`src/rtl/cpu_defs.sv`:
```
// rtl/cpu_defs.sv - shared CPU constants and fetch entry type
package cpu_defs;

    localparam logic [31:0] RESET_PC_DEFAULT   = 32'h0000_3000;
    localparam logic [31:0] EXC_VECTOR_DEFAULT = 32'h0000_4180;
    localparam logic [31:0] NOP                = 32'h0000_0000;

    typedef struct packed {
        logic [31:0] pc;
        logic [31:0] instr;
        logic        adel;
    } fetch_entry_t;

endpackage

```
`src/rtl/ifu_fetch_buffer_if.sv`:
```
// rtl/ifu_fetch_buffer_if.sv - fetch buffer IM, redirect and decode-side signals
// slave  : the fetch buffer (drives im_addr, out_*, count)
// master : the environment (IM, redirect sources, decode)
interface ifu_fetch_buffer_if #(
    parameter int DEPTH = 4
);
    localparam int CW = $clog2(DEPTH + 1);

    logic [31:0]   im_addr;
    logic [31:0]   im_rdata;
    logic          exc_valid;
    logic          eret_valid;
    logic [31:0]   epc;
    logic          br_valid;
    logic [31:0]   br_target;
    logic          out_valid;
    logic          out_ready;
    logic [31:0]   out_pc;
    logic [31:0]   out_instr;
    logic          out_adel;
    logic [CW-1:0] count;

    modport slave (
        output im_addr,
        input  im_rdata,
        input  exc_valid,
        input  eret_valid,
        input  epc,
        input  br_valid,
        input  br_target,
        output out_valid,
        input  out_ready,
        output out_pc,
        output out_instr,
        output out_adel,
        output count
    );

    modport master (
        input  im_addr,
        output im_rdata,
        output exc_valid,
        output eret_valid,
        output epc,
        output br_valid,
        output br_target,
        input  out_valid,
        output out_ready,
        input  out_pc,
        input  out_instr,
        input  out_adel,
        input  count
    );

endinterface

```
`src/rtl/sync_fifo_flush.sv`:
```
// rtl/sync_fifo_flush.sv - WIDTH x DEPTH FIFO with synchronous flush
// Ports: clk, reset (async, active-high), flush_i (drops all entries, wins
// over push/pop), push_i/push_data_i, pop_i, head_data_o (zero while empty),
// count_o, full_o, empty_o. A pop while full frees a slot for a same-cycle push.
module sync_fifo_flush #(
    parameter int WIDTH = 8,
    parameter int DEPTH = 4,
    localparam int AW = $clog2(DEPTH),
    localparam int CW = $clog2(DEPTH + 1)
) (
    input  logic             clk,
    input  logic             reset,
    input  logic             flush_i,
    input  logic             push_i,
    input  logic [WIDTH-1:0] push_data_i,
    input  logic             pop_i,
    output logic [WIDTH-1:0] head_data_o,
    output logic [CW-1:0]    count_o,
    output logic             full_o,
    output logic             empty_o
);

    logic [WIDTH-1:0] mem_q [DEPTH];
    logic [AW-1:0]    rd_ptr_q, rd_ptr_d;
    logic [AW-1:0]    wr_ptr_q, wr_ptr_d;
    logic [CW-1:0]    count_q, count_d;
    logic             do_push, do_pop;

    assign full_o  = (count_q == CW'(DEPTH));
    assign empty_o = (count_q == '0);

    assign do_pop  = pop_i & ~empty_o & ~flush_i;
    assign do_push = push_i & ~flush_i & (~full_o | do_pop);

    always_comb begin
        rd_ptr_d = rd_ptr_q;
        wr_ptr_d = wr_ptr_q;
        count_d  = count_q;
        if (flush_i) begin
            rd_ptr_d = '0;
            wr_ptr_d = '0;
            count_d  = '0;
        end else begin
            // DEPTH is a power of two, so the natural AW-bit wrap is modulo DEPTH
            if (do_push) wr_ptr_d = wr_ptr_q + AW'(1);
            if (do_pop)  rd_ptr_d = rd_ptr_q + AW'(1);
            case ({do_push, do_pop})
                2'b10:   count_d = count_q + CW'(1);
                2'b01:   count_d = count_q - CW'(1);
                default: count_d = count_q;
            endcase
        end
    end

    always_ff @(posedge clk or posedge reset) begin
        if (reset) begin
            rd_ptr_q <= '0;
            wr_ptr_q <= '0;
            count_q  <= '0;
        end else begin
            rd_ptr_q <= rd_ptr_d;
            wr_ptr_q <= wr_ptr_d;
            count_q  <= count_d;
        end
    end

    // Storage needs no reset: occupancy alone decides what is visible
    always_ff @(posedge clk) begin
        if (do_push) mem_q[wr_ptr_q] <= push_data_i;
    end

    assign head_data_o = empty_o ? '0 : mem_q[rd_ptr_q];
    assign count_o     = count_q;

endmodule

```
`src/rtl/ifu_fetch_buffer.sv`:
```
// rtl/ifu_fetch_buffer.sv - fetch PC, IM read and DEPTH-entry fetch queue to decode
// Ports: clk, reset (async, active-high), bus (slave modport): im_addr/im_rdata
// to IM, exc/eret/br redirects, out_valid/out_ready/out_pc/out_instr/out_adel
// toward decode, count occupancy.
module ifu_fetch_buffer
    import cpu_defs::*;
#(
    parameter logic [31:0] RESET_PC   = RESET_PC_DEFAULT,
    parameter logic [31:0] EXC_VECTOR = EXC_VECTOR_DEFAULT,
    parameter logic [31:0] IM_BASE    = 32'h0000_3000,
    parameter int unsigned IM_BYTES   = 16384,
    parameter int          DEPTH      = 4
) (
    input  logic               clk,
    input  logic               reset,
    ifu_fetch_buffer_if.slave  bus
);

    localparam int CW = $clog2(DEPTH + 1);
    localparam logic [32:0] IM_LO = {1'b0, IM_BASE};
    localparam logic [32:0] IM_HI = {1'b0, IM_BASE} + 33'(IM_BYTES);

    logic [31:0]  fetch_pc_q, fetch_pc_d;
    logic         redir;
    logic [31:0]  redir_target;
    logic         adel;
    logic         push, pop;
    logic         fifo_full, fifo_empty;
    logic [CW-1:0] fifo_count;
    fetch_entry_t wr_entry, head_entry;

    assign redir = bus.exc_valid | bus.eret_valid | bus.br_valid;

    always_comb begin
        redir_target = bus.br_target;
        if (bus.exc_valid)       redir_target = EXC_VECTOR;
        else if (bus.eret_valid) redir_target = bus.epc;
    end

    // 33-bit compare keeps IM_BASE+IM_BYTES from wrapping at the top of memory
    assign adel = (fetch_pc_q[1:0] != 2'b00)
                | ({1'b0, fetch_pc_q} < IM_LO)
                | ({1'b0, fetch_pc_q} >= IM_HI);

    assign pop  = bus.out_valid & bus.out_ready & ~redir;
    assign push = ~redir & (~fifo_full | pop);

    assign wr_entry.pc    = fetch_pc_q;
    assign wr_entry.instr = adel ? NOP : bus.im_rdata;
    assign wr_entry.adel  = adel;

    always_comb begin
        fetch_pc_d = fetch_pc_q;
        if (redir)     fetch_pc_d = redir_target;
        else if (push) fetch_pc_d = fetch_pc_q + 32'd4;
    end

    always_ff @(posedge clk or posedge reset) begin
        if (reset) fetch_pc_q <= RESET_PC;
        else       fetch_pc_q <= fetch_pc_d;
    end

    sync_fifo_flush #(
        .WIDTH ($bits(fetch_entry_t)),
        .DEPTH (DEPTH)
    ) u_fifo (
        .clk         (clk),
        .reset       (reset),
        .flush_i     (redir),
        .push_i      (push),
        .push_data_i (wr_entry),
        .pop_i       (pop),
        .head_data_o (head_entry),
        .count_o     (fifo_count),
        .full_o      (fifo_full),
        .empty_o     (fifo_empty)
    );

    assign bus.im_addr   = fetch_pc_q;
    assign bus.out_valid = ~fifo_empty;
    assign bus.out_pc    = head_entry.pc;
    assign bus.out_instr = head_entry.instr;
    assign bus.out_adel  = head_entry.adel;
    assign bus.count     = fifo_count;

endmodule

```
`src/flat_wrapper.sv`:
```
// flat-port wrapper written by rule: the top's interface ports become plain ports
module ifu_fetch_buffer_flat import cpu_defs::*;
#(
    parameter logic [31:0] RESET_PC   = RESET_PC_DEFAULT,
    parameter logic [31:0] EXC_VECTOR = EXC_VECTOR_DEFAULT,
    parameter logic [31:0] IM_BASE    = 32'h0000_3000,
    parameter int unsigned IM_BYTES   = 16384,
    parameter int          DEPTH      = 4
)
  (clk, reset, bus_im_addr, bus_im_rdata, bus_exc_valid, bus_eret_valid, bus_epc, bus_br_valid, bus_br_target, bus_out_valid, bus_out_ready, bus_out_pc, bus_out_instr, bus_out_adel, bus_count);
  ifu_fetch_buffer_if #(.DEPTH(DEPTH)) bus_i ();
  input  logic clk;
  input  logic reset;
  output wire logic [$bits(bus_i.im_addr)-1:0] bus_im_addr;
  input wire logic [$bits(bus_i.im_rdata)-1:0] bus_im_rdata;
  input wire logic [$bits(bus_i.exc_valid)-1:0] bus_exc_valid;
  input wire logic [$bits(bus_i.eret_valid)-1:0] bus_eret_valid;
  input wire logic [$bits(bus_i.epc)-1:0] bus_epc;
  input wire logic [$bits(bus_i.br_valid)-1:0] bus_br_valid;
  input wire logic [$bits(bus_i.br_target)-1:0] bus_br_target;
  output wire logic [$bits(bus_i.out_valid)-1:0] bus_out_valid;
  input wire logic [$bits(bus_i.out_ready)-1:0] bus_out_ready;
  output wire logic [$bits(bus_i.out_pc)-1:0] bus_out_pc;
  output wire logic [$bits(bus_i.out_instr)-1:0] bus_out_instr;
  output wire logic [$bits(bus_i.out_adel)-1:0] bus_out_adel;
  output wire logic [$bits(bus_i.count)-1:0] bus_count;
  assign bus_im_addr = bus_i.im_addr;
  assign bus_i.im_rdata = bus_im_rdata;
  assign bus_i.exc_valid = bus_exc_valid;
  assign bus_i.eret_valid = bus_eret_valid;
  assign bus_i.epc = bus_epc;
  assign bus_i.br_valid = bus_br_valid;
  assign bus_i.br_target = bus_br_target;
  assign bus_out_valid = bus_i.out_valid;
  assign bus_i.out_ready = bus_out_ready;
  assign bus_out_pc = bus_i.out_pc;
  assign bus_out_instr = bus_i.out_instr;
  assign bus_out_adel = bus_i.out_adel;
  assign bus_count = bus_i.count;
  ifu_fetch_buffer #(.RESET_PC(RESET_PC), .EXC_VECTOR(EXC_VECTOR), .IM_BASE(IM_BASE), .IM_BYTES(IM_BYTES), .DEPTH(DEPTH)) u_core (.clk(clk), .reset(reset), .bus(bus_i));
endmodule
```
`config.mk`:
```
export PLATFORM = sky130hd
export DESIGN_NAME = ifu_fetch_buffer_flat
export DESIGN_NICKNAME = d
export VERILOG_FILES = /design/src/rtl/cpu_defs.sv /design/src/rtl/ifu_fetch_buffer_if.sv /design/src/rtl/sync_fifo_flush.sv /design/src/rtl/ifu_fetch_buffer.sv /design/src/flat_wrapper.sv
export SDC_FILE = /design/constraint.sdc
export NUM_CORES = 1
export LEC_CHECK = 0
export ABC_AREA = 1
export CORE_UTILIZATION = 45
export CTS_CLUSTER_DIAMETER = 100
export DETAILED_ROUTE_END_ITERATION = 10
export GPL_TIMING_DRIVEN = 0
export PLACE_DENSITY = 0.71
export SYNTH_ARGS = -nofsm -noshare
export SYNTH_HDL_FRONTEND = slang
export SYNTH_SLANG_ARGS = --single-unit
```
`constraint.sdc`:
```
create_clock -name clk -period 3.19 [get_ports clk]
set_clock_uncertainty 0.2 [all_clocks]
set_input_delay 0.638 -clock clk [delete_from_list [all_inputs] [get_ports clk]]
set_output_delay 0.638 -clock clk [all_outputs]
set_load 0.1 [all_outputs]
```
==> load_flow_metrics.sql <==
INSERT INTO impl_metrics (metric_group, metric, value, unit) VALUES
('status', 'outcome', 'finished, final reports clean', ''),
('die', 'die_x', '176.9', 'um'),
('global_route', 'pin_count_of_the_biggest_net_entering_global_routing', '40', ''),
('critical_path', 'critPathRequiredTime', '2.35', 'ns'),
('timing', 'upper_clock_frequency_limit', '318.7', 'MHz'),
('clock_network', 'cts.htree.levels', '1', ''),
('global_route', 'grt_pass1_vias', '10210', ''),
('timing', 'worst_pin_slew', '1.021', 'ns'),
('cells_and_area', 'mostFrequentLayoutCell', 'sky130_fd_sc_hd__nor2_1', ''),
('route', 'final_wl', '36.89', 'mm'),
('synthesis', 'netlist_instances', '1384', ''),
('cells_and_area', 'final_core_util', '60.99', '%'),
('synthesis', 'share_of_the_synthesized_area_in_the_top_cell_type', '56.74', '%'),
('clock_network', 'clock_latency', '0.54', 'ns'),
('clock_network', 'hold_buffers', '0', ''),
('critical_path', 'path_max_fanout', '10', ''),
('synthesis', 'synth.largest_area_cell', 'sky130_fd_sc_hd__edfxtp_1', ''),
('place', 'preCtsSetupSlack', '-0.8523', 'ns'),
('cells_and_area', 'layout_cells_sized_above_1', '20.56', '%'),
('route', 'drt_pre_antenna_iters', '5', ''),
('cells_and_area', 'multi_input_area', '4700', 'um^2'),
('timing', 'min_period_over_period', '98.36', '%'),
('route', 'detailedRoute.firstIterationViolations', '920', ''),
('route', 'detail_route.vias_per_cell', '5.279', ''),
('cells_and_area', 'n_antenna_cell', '0', ''),
('cells_and_area', 'final_nets', '1738', ''),
('timing', 'post_route_minimum_period', '3.138', 'ns'),
('route', 'avgRoutedWirePerCell', '18.09', 'um'),
('clock_network', 'buffer_levels_on_the_longest_clock_path', '3', ''),
('synthesis', 'synthesis.yosys.warnings', '0', ''),
('cells_and_area', 'design_area', '18220', 'um^2'),
('die', 'core-area', '29870', 'um^2'),
('global_route', 'gr-usage-all-layers', '23.75', '%'),
('route', 'drcViolationCount', '0', ''),
('route', 'ant_nets', '0', ''),
('critical_path', 'setup.worst_path.start_class', 'register', ''),
('clock_network', 'cts_bufs_inserted', '30', ''),
('timing', 'timing.slew.headroom', '32.22', '%'),
('place', 'place.port_buffers', '201', ''),
('critical_path', 'criticalPathCategory', 'register to output port', ''),
('timing', 'setup_viol', '0', ''),
('clock_network', 'cts.clk_slew.worst_paths', '0.06', 'ns'),
('die', 'start_util', '46.06', '%'),
('die', 'io_pins', '203', ''),
('die', 'chipHeight', '176.9', 'um'),
('pwr', 'power_density', '460.7', 'nW/um^2'),
('critical_path', 'crit_path_end_kind', 'output port', ''),
('place', 'place_hpwl', '24.81', 'mm'),
('synthesis', 'synth_seq_cells', '299', ''),
('pwr', 'p_leak', '0.006877', 'uW'),
('critical_path', 'crit-reg2reg-capture', 'u_core.u_fifo.mem_q[2][19]', ''),
('pwr', 'ir_worst_vdd', '0.4354', 'mV'),
('synthesis', 'synth_fp_nets', '1495', ''),
('synthesis', 'synthTopCellsByArea', 'sky130_fd_sc_hd__edfxtp_1 (57%), sky130_fd_sc_hd__nor2_1 (9.8%), sky130_fd_sc_hd__dfrtp_1 (6.7%)', ''),
('global_route', 'global_route_wire_length_before_repair', '56.60', 'mm'),
('route', 'vias_after_detailed_routing', '10763', ''),
('critical_path', 'worst-endpoint-arrival', '2.30', 'ns'),
('clock_network', 'numClockSinks', '299', ''),
('timing', 'post-route-worst-setup-slack', '0.05243', 'ns'),
('worst_hold_path', 'hold_path_end', 'u_core.u_fifo.rd_ptr_q[0]', ''),
('die', 'rows', '63', ''),
('worst_hold_path', 'min_from', 'bus_eret_valid', ''),
('synthesis', 'synthesis.area', '13760', 'um^2'),
('critical_path', 'r2r_slack', '0.21', 'ns'),
('place', 'place.gp.congestion', '0.8591', ''),
('synthesis', 'synth.lib_cells_used.distinct', '37', ''),
('cells_and_area', 'regArea', '8797', 'um^2'),
('worst_hold_path', 'hold_path_depth', '4', ''),
('worst_hold_path', 'hp-class', 'input port to register', ''),
('cells_and_area', 'nFillCells', '2414', ''),
('job', 'cap_violations', '0', '');
state kept, by name (all words and copies together) (netlist names):
name	cells
u_core.u_fifo.count_o	3
u_core.u_fifo.wr_ptr_q	2
u_core.bus.im_addr	32
u_core.u_fifo.rd_ptr_q	2
u_core.u_fifo.mem_q	260
cells by family after synthesis:
family          count (synthesis)  synth area share (%)
flops                         299                 63.85
compound gates                298                 11.12
simple gates                  574                 17.26
fa+ha+maj                       9                0.8183
buf+inv                       203                 6.883
mux                             1               0.07274
timing repair:
| action | in CTS | in global routing |
|---|---|---|
| pin swaps | 0 | 2 |
| gates resized for setup | 506 | 41 |
| setup buffers | 1 | 3 |
| setup endpoints to repair | 159 | 121 |
| endpoints found under the hold margin | 0 | 0 |
| gates cloned | 1 | 0 |
worst max-delay path, stage by stage, from the launching register on:
cell and delay (ns):
sky130_fd_sc_hd__dfrtp_4 0.43, sky130_fd_sc_hd__inv_2 0.05, sky130_fd_sc_hd__ha_2 0.22, sky130_fd_sc_hd__nand2_8 0.09
sky130_fd_sc_hd__clkinvlp_4 0.13, sky130_fd_sc_hd__clkbuf_16 0.22, sky130_fd_sc_hd__buf_12 0.17, sky130_fd_sc_hd__a21oi_4 0.18
sky130_fd_sc_hd__buf_6 0.25
metal layers:
layer | GRT usage, % | share of wire (%)
met1 | 32.53 | 42
met2 | 38.46 | 47
met3 | 3.501 | 7.8
met4 | 8.585 | 2.9
met5 | 0 | 0
cell usage after synthesis, drive strengths merged:
cell,count
edfxtp,260
nand3,38
nand4,2
nand3b,2
o21bai,3
a21oi,90
or2,19
o21ai,194
nor4,3
nor3,3
o311ai,1
inv,99
o32ai,2
buf,66
a32oi,1
clkbuf,38
ha,9
dfrtp,37
nand2,137
o211ai,3
mux2i,1
nor2,368
dfstp,2
and2,2
o22ai,3
a31oi,1
per-stage QoR:
stage | power (uW) | hold slack [ns] | cells | setup TNS [ns]
final | 8395 | 0.3294 | 2039 | 0
after global routing | 8664 | 0.3242 | 2039 | -0.005771
after CTS | 8440 | 0.3005 | 2036 | -0.01356
after detailed placement | 5323 | 0.3611 | 1982 | -128.07
after global placement | 5309 | 0.3560 | 1975 | -383.03
after floorplan | 5008 | 0.2972 | 1384 | -0.05760
power by group:
group	internal, uW	switching (uW)	leakage (uW)
Sequential	4310	105	0.00287
Clock	1760	1400	0.000427
Combinational	283	531	0.00358
final cells by class:
cell class | instances | share of cell area, %
repair buffers | 212 | 12.09
repair inverters | 1 | 0.04120
well taps | 390 | 2.678
multi-input cells | 882 | 25.79
inverters | 99 | 2.156
clock buffers | 37 | 4.381
flip-flops and latches | 299 | 48.28
plain buffers | 102 | 4.154
clock inverters | 17 | 0.4326
worst max-delay path by stage:
stage          cells after the start  slack (ns)                          to
2_1_floorplan                      6      -0.006           bus_out_instr[11]
3_3_place_gp                       9       -1.34  u_core.u_fifo.mem_q[3][16]
3_5_place_dp                       7       -0.85              bus_out_pc[16]
4_1_cts                            5      -0.008           bus_out_instr[14]
5_1_grt                            8      -0.005               bus_out_pc[5]
6_report                           8        0.05              bus_out_pc[20]
Note: power is estimated with default switching activity, not from simulation.
